[config.mk]
export PLATFORM = sky130hd
export DESIGN_NAME = pipelined_barrel_rotator
export DESIGN_NICKNAME = d
export VERILOG_FILES = /design/src/rtl/pipelined_barrel_rotator.sv
export SDC_FILE = /design/constraint.sdc
export NUM_CORES = 1
export LEC_CHECK = 0
export ABC_AREA = 1
export BUFFER_PORTS_ARGS = -buffer_cell sky130_fd_sc_hd__clkbuf_2
export CAP_MARGIN = 5
export CORE_MARGIN = 1.5
export CORE_UTILIZATION = 26
export DETAILED_ROUTE_END_ITERATION = 16
export PLACE_DENSITY = 0.42
export SETUP_SLACK_MARGIN = 0.1
export SLEW_MARGIN = 20
export SYNTH_ARGS = -nofsm -noshare
export SYNTH_HDL_FRONTEND = slang
export SYNTH_SLANG_ARGS = --single-unit
[constraint.sdc]
create_clock -name clk -period 9.43 [get_ports clk]
set_clock_uncertainty 0.1 [all_clocks]
set_input_delay 0.4715 -clock clk [delete_from_list [all_inputs] [get_ports clk]]
set_output_delay 0.4715 -clock clk [all_outputs]
set_load 0.05 [all_outputs]
[src/rtl/pipelined_barrel_rotator.sv]
// Pipelined barrel rotator/shifter: one barrel level per registered stage, with
// a global stall when the final result is valid but not yet taken downstream.
module pipelined_barrel_rotator #(
  parameter int WIDTH  = 32,
  parameter int LEVELS = $clog2(WIDTH)
) (
  input  logic              clk,
  input  logic              rst,
  input  logic              in_valid,
  output logic              in_ready,
  input  logic [WIDTH-1:0]  data_in,
  input  logic [LEVELS-1:0] amount,
  input  logic [2:0]        op,
  output logic              out_valid,
  input  logic              out_ready,
  output logic [WIDTH-1:0]  data_out
);

  typedef enum logic [2:0] {
    OP_ROL = 3'b000,
    OP_ROR = 3'b001,
    OP_SLL = 3'b010,
    OP_SRL = 3'b011,
    OP_SRA = 3'b100
  } op_t;

  logic              advance;
  logic [LEVELS-1:0] valid_q;
  logic [WIDTH-1:0]  data_q [LEVELS];
  logic [LEVELS-1:0] amt_q  [LEVELS];
  logic [2:0]        op_q   [LEVELS];

  // Each stage shifts by at most WIDTH/2, so rotate complements never reach WIDTH.
  function automatic logic [WIDTH-1:0] step(input logic [WIDTH-1:0] d,
                                            input logic [2:0] o,
                                            input logic en,
                                            input int unsigned sh);
    logic [WIDTH-1:0] r;
    r = d;
    if (en) begin
      case (o)
        OP_ROL:  r = (d << sh) | (d >> (WIDTH - sh));
        OP_ROR:  r = (d >> sh) | (d << (WIDTH - sh));
        OP_SLL:  r = d << sh;
        OP_SRL:  r = d >> sh;
        OP_SRA:  r = $signed(d) >>> sh;
        default: r = d;
      endcase
    end
    return r;
  endfunction

  assign advance   = !valid_q[LEVELS-1] || out_ready;
  assign in_ready  = advance;
  assign out_valid = valid_q[LEVELS-1];
  assign data_out  = data_q[LEVELS-1];

  always_ff @(posedge clk) begin
    if (rst) begin
      valid_q <= '0;
      for (int unsigned k = 0; k < LEVELS; k++) begin
        data_q[k] <= '0;
        amt_q[k]  <= '0;
        op_q[k]   <= '0;
      end
    end else if (advance) begin
      valid_q[0] <= in_valid;
      data_q[0]  <= step(data_in, op, amount[0], 1);
      amt_q[0]   <= amount;
      op_q[0]    <= op;
      for (int unsigned k = 1; k < LEVELS; k++) begin
        valid_q[k] <= valid_q[k-1];
        data_q[k]  <= step(data_q[k-1], op_q[k-1], amt_q[k-1][k], 32'd1 << k);
        amt_q[k]   <= amt_q[k-1];
        op_q[k]    <= op_q[k-1];
      end
    end
  end

endmodule
**After elaboration in Yosys (flattened, before gate mapping)**

Memories as Yosys holds them, arrays and structs flattened.
Cells that the tools add are included.
W data, S select, Z words.

- Register bits after elaboration: 5
- Bits in writable memories: 200
- Input bits: 44
- Output and inout port bits: 34
- Word-level logic and storage cells: 96
- Memories kept: 3

- Equal/unequal tests: 20
- Multiplexer cells: 40
- Bitwise logic cells: 24
- Reductions and logical operators: 8

Memories:

| name | depth | width | read ports | clocked after memory_dff | write ports | line | RTL |
|---|---|---|---|---|---|---|---|
| data_q | 5 | 32 | 5 | 0 | 5 | 29 | `logic [WIDTH-1:0] data_q [LEVELS];` |
| amt_q | 5 | 5 | 4 | 0 | 5 | 30 | `logic [LEVELS-1:0] amt_q [LEVELS];` |
| op_q | 5 | 3 | 4 | 0 | 5 | 31 | `logic [2:0] op_q [LEVELS];` |

Operator list:

| cell | count |
|---|---|
| $mux W32 | 20 |
| $pmux W32 S5 | 4 |
| $pmux W32 S4 | 1 |
| $or A16 B32 Y32 | 1 |
| $or A24 B32 Y32 | 1 |
| $or A28 B32 Y32 | 1 |
| $or A30 B32 Y32 | 1 |
| $or A31 B32 Y32 | 1 |
| $or A32 B1 Y32 | 1 |
| $or A32 B2 Y32 | 1 |
| $or A32 B4 Y32 | 1 |
| $or A32 B8 Y32 | 1 |
| $eq A3 B2 Y1 const B | 10 |
| $mux W5 | 5 |
| $eq A3 B1 Y1 const B | 5 |
| $eq A3 B3 Y1 const B | 5 |
| $logic_not A3 Y1 | 5 |
| $mux W3 | 5 |
| $or A1 B1 Y1 | 15 |
| $mux W1 | 5 |
| $reduce_or A2 Y1 | 1 |
| $logic_not A1 Y1 | 1 |
| $logic_or A1 B1 Y1 | 1 |

**Longest topological paths before layout**

- Depth after elaboration: 7
- Gate-level depth with buffers: 9
- Mapped depth without buffers: 7

**Worst setup path before layout**

No wires, ideal clock.

- Kind: register to register
- From: register valid_q[4]
- To: memory amt_q[0][13] (netlist bit), enable pin
- Setup time: 1.489 ns
- Arrival: 3.898 ns
- Required time: 7.841 ns
- Slack: 3.943 ns
- Stages on the path, launching flop included: 4
- Buffers on the path: 0
- Clock period less this slack: 5.487 ns
- Path through: dfxtp_1 inv_1 nor2_1 nand2_1

RTL lines:

| element | line | RTL |
|---|---|---|
| start: declaration | 28 | `logic [LEVELS-1:0] valid_q;` |
| start signal: indexed assignment | 72 | `valid_q[k] <= valid_q[k-1];` |
| end: declaration | 30 |  |

==> results by group <==
Clocking
  • CTS H-tree lvls: 4
  • Post-CTS Setup Bufs: 0
  • CTS resizes: 0
  • Clock Sinks: 187
  • Hold_buf cts: 0
  • Max clock buf depth: 2
  • CTS root buf: clkbuf_16
  • CTS Buf Count: 17
  • TritonCTS clock tree: yes
  • Clock latency on the worst-skew pair: approximately 0.45 ns
  • Clock transition at path regs: 0.07 ns

Timing
  • Worst slew pin tran: 1.10 ns
  • Minimum clock period: 3.02 ns
  • Final-report setup violation count: 0
  • Final worst path period share: 32.0%
  • Hold_ws: 0.131 ns
  • F_max: 331 MHz
  • Endpoints failing hold: 0
  • Max-slew violation count: 0
  • Setup TNS: 0 ns
  • Slew margin rel.: 26.8%
  • Unrepaired setup endpoints after global routing: no

Die
  • Die area: 43700 um^2
  • Initial Utilization: a little over a quarter
  • Die X: 209 um
  • Rows: 75
  • Die Y-Extent: 209 um
  • Core ar.: 41900 um^2
  • Ports: 78

Pwr
  • P per Cell Area: 163 nW/um^2
  • Comb power frac: 13.5%
  • Leak Pwr: 5.49 nW
  • Seq pwr share: between 50% and 60%
  • Switch share: between 20 and 30%
  • Clock Power Share: 35.0%
  • P_sw: 0.000572 W
  • Maximum vdd drop: a little over 0.0001 V
  • Pint: 0.00140 W

Logic synthesis
  • Synthesized area: 11000 um^2
  • Distinct cells, synth: 25
  • Synth Area in XOR/XNOR: 0%
  • Compound-Gate Fraction of Synth Area: 8.64%
  • Adder-cell area share of the yosys netlist: 0%
  • Synth Register Bits: 187
  • Simple-gate share of the synthesized area: 27.3%
  • Largest family of logic cells by synthesized area: simple AND/OR/NAND/NOR gates
  • Synth Instances: 1439
  • Seq/Total Area, Yosys: between 50% and 60%
  • Mux contribution to synthesized area: 0%
  • Mapped Nets: 1483
  • Syn Area/Cell: 7.67 um^2
  • Ys Warns: 0

Status
  • Status: completed

GRT
  • First-pass GRT wire length: 43600 um
  • Grt total ovfl: 0
  • Vias in the first global route: about 8k
  • Largest net degree at the start of global routing: 95
  • All-Layer GR Usage: 12.4%
  • Antenna violations before repair: 0

Finish
  • Number of fill cells: 4572
  • Fin cells: 1990
  • Area grow syn2layout: 9.51%
  • Layout cell share with drive strength beyond 1: 10.3%
  • Nets: 1482
  • Ant diodes: 0

Drt
  • Detailed Route WL: 26400 um
  • Via count: roughly 8.6k
  • Wire length per cell: 13.3 um
  • Drt first pass iters: 8
  • Post-route ant nets: 0
  • DRC viols: 0
  • DRT iter0 DRCs: 679
  • Via density: 4.32

Placement
  • Port buffer count: 77
  • Gpl congestion: 0.793
  • Post-DP HPWL: 18500 um
  • Placed cell count: 1958

Critical path
  • Worst Setup Start Kind: flop
  • Register-to-Register Path Depth: 5
  • Largest stage delay on the critical path: 0.71 ns
  • Worst path slowest cell: buf_4
  • Largest fanout on the critical path: 70
  • Worst Path Arrival: about 3 ns
  • CP Capture Type: flop
  • Critical Path RT: 9.40 ns
  • Cell Chain, Critical Path: inv_1, nor2_1, nand2_4, buf_4, buf_4
  • Worst R2R Setup Slack: approximately 6.4 ns
  • RR Endpoint: data_q[0][29]$_SDFFCE_PN0P_
  • RR Startpoint: valid_q[4]$_SDFFE_PP0P_
  • Type of the worst setup path: flop to flop
  • Crit-path most repeated cell: buf_4

Job
  • MaxCap Viol Count: 0

Hold path
  • Hold path cells: 3
  • Worst hold start: in_valid
  • Tightest Hold Check Type: primary input to flop
  • Hold Path End: valid_q[0]$_SDFFE_PP0P_
## cells in the final DEF, fill, tap and decap left out, types with 6 or more instances in the layout
cell	count
nor2_1	264
buf_4	10
inv_1	216
nand2_1	334
clkbuf_2	77
edfxtp_1	182
nand2_2	7
clkbuf_16	17
nand3_1	102
o21ai_1	6
inv_2	7
o21ai_0	87
nand4_1	15
a21oi_1	85
## cell usage after synthesis
library cell | number | area, um^2
buf_2 | 34 | 170
edfxtp_1 | 182 | 5470
nor2_1 | 265 | 995
o21ai_0 | 87 | 435
o22ai_1 | 3 | 18.8
inv_1 | 216 | 811
a21oi_1 | 85 | 425
nor2_8 | 1 | 20.0
inv_2 | 7 | 26.3
buf_6 | 8 | 90.1
a21oi_4 | 1 | 16.3
nand4_1 | 15 | 93.8
o21ai_2 | 2 | 17.5
nand2_1 | 335 | 1260
o21ai_1 | 8 | 40.0
nand2_4 | 3 | 33.8
nor2_2 | 5 | 31.3
nand3_1 | 102 | 510
nand2_2 | 7 | 43.8
clkbuf_2 | 1 | 5.00
nor2_4 | 2 | 22.5
dfxtp_1 | 5 | 100
clkbuf_1 | 20 | 75.1
buf_4 | 44 | 330
clkinv_1 | 1 | 3.75
## stage by stage
| step | util, % | instance area (um^2) | setup WS, ns | power (W) |
|---|---|---|---|---|
| after global routing | 28.8 | 12100 | 6.07 | 0.00207 |
| after CTS | 28.8 | 12100 | 6.29 | 0.00200 |
| final | 28.8 | 12100 | 6.41 | 0.00197 |
| after floorplan | - | 11000 | 3.94 | 0.00124 |
| after detailed placement | 27.5 | 11500 | 6.06 | 0.00130 |
| after global placement | 27.5 | 11500 | 6.03 | 0.00130 |
## power groups by stage
stage,logic (W),clock network (W),registers [W]
after floorplan,0.000222,0,0.00101
after global placement,0.000266,0,0.00104
after detailed placement,0.000267,0,0.00104
after CTS,0.000268,0.000713,0.00102
after global routing,0.000305,0.000744,0.00102
final,0.000266,0.000691,0.00102
## routing by layer
metal	vias up	global-route usage (%)	share of wire (%)
met5	-	0	0
met4	0	3.12	1.1
met3	18	2.36	3.0
met2	155	21.0	49
met1	3921	16.2	47
li1	4506	-	-
## logic make-up (layout without fill, tap and decap cells)
kind of cell           count (synthesis)  in the layout
AND/OR/NAND/NOR                      735            735
flip-flops                           187            187
AO/OA/AOI/OAI                        186            186
buffers and inverters                331            343
## worst max path at each step
stage / depth (start not counted) / slack, ns / end / start
after floorplan: 3 / 3.94 / amt_q[0][13]$_SDFFCE_PN0P_ / valid_q[4]$_SDFFE_PP0P_
after global placement: 5 / 6.03 / data_q[0][18]$_SDFFCE_PN0P_ / rst
after detailed placement: 5 / 6.06 / data_q[0][17]$_SDFFCE_PN0P_ / rst
after CTS: 5 / 6.29 / data_q[0][29]$_SDFFCE_PN0P_ / valid_q[4]$_SDFFE_PP0P_
after global routing: 5 / 6.07 / data_q[0][29]$_SDFFCE_PN0P_ / valid_q[4]$_SDFFE_PP0P_
final: 5 / 6.41 / data_q[0][29]$_SDFFCE_PN0P_ / valid_q[4]$_SDFFE_PP0P_
## cell type report
cell class / instances / area (um^2) / area share (%)
Sequential cell: 187 / 5570 / 46.0
Multi-Input combinational cell: 921 / 3990 / 33.0
Inverter: 224 / 841 / 6.96
Tap cell: 539 / 674 / 5.58
Timing Repair Buffer: 87 / 460 / 3.81
Clock buffer: 18 / 429 / 3.55
Clock inverter: 14 / 126 / 1.05
## flip-flops by register name (all words and copies together), names as in the netlist
name	cells
valid_q	5
op_q	12
amt_q	10
data_q	160
## critical path, delay by kind of cell (launching register included)
family,cells,cell delay [ns]
flip-flops,1,0.31
AND/OR/NAND/NOR,2,0.73
buffers and inverters,3,1.45
No activity file was read; power rests on OpenSTA's default activity.
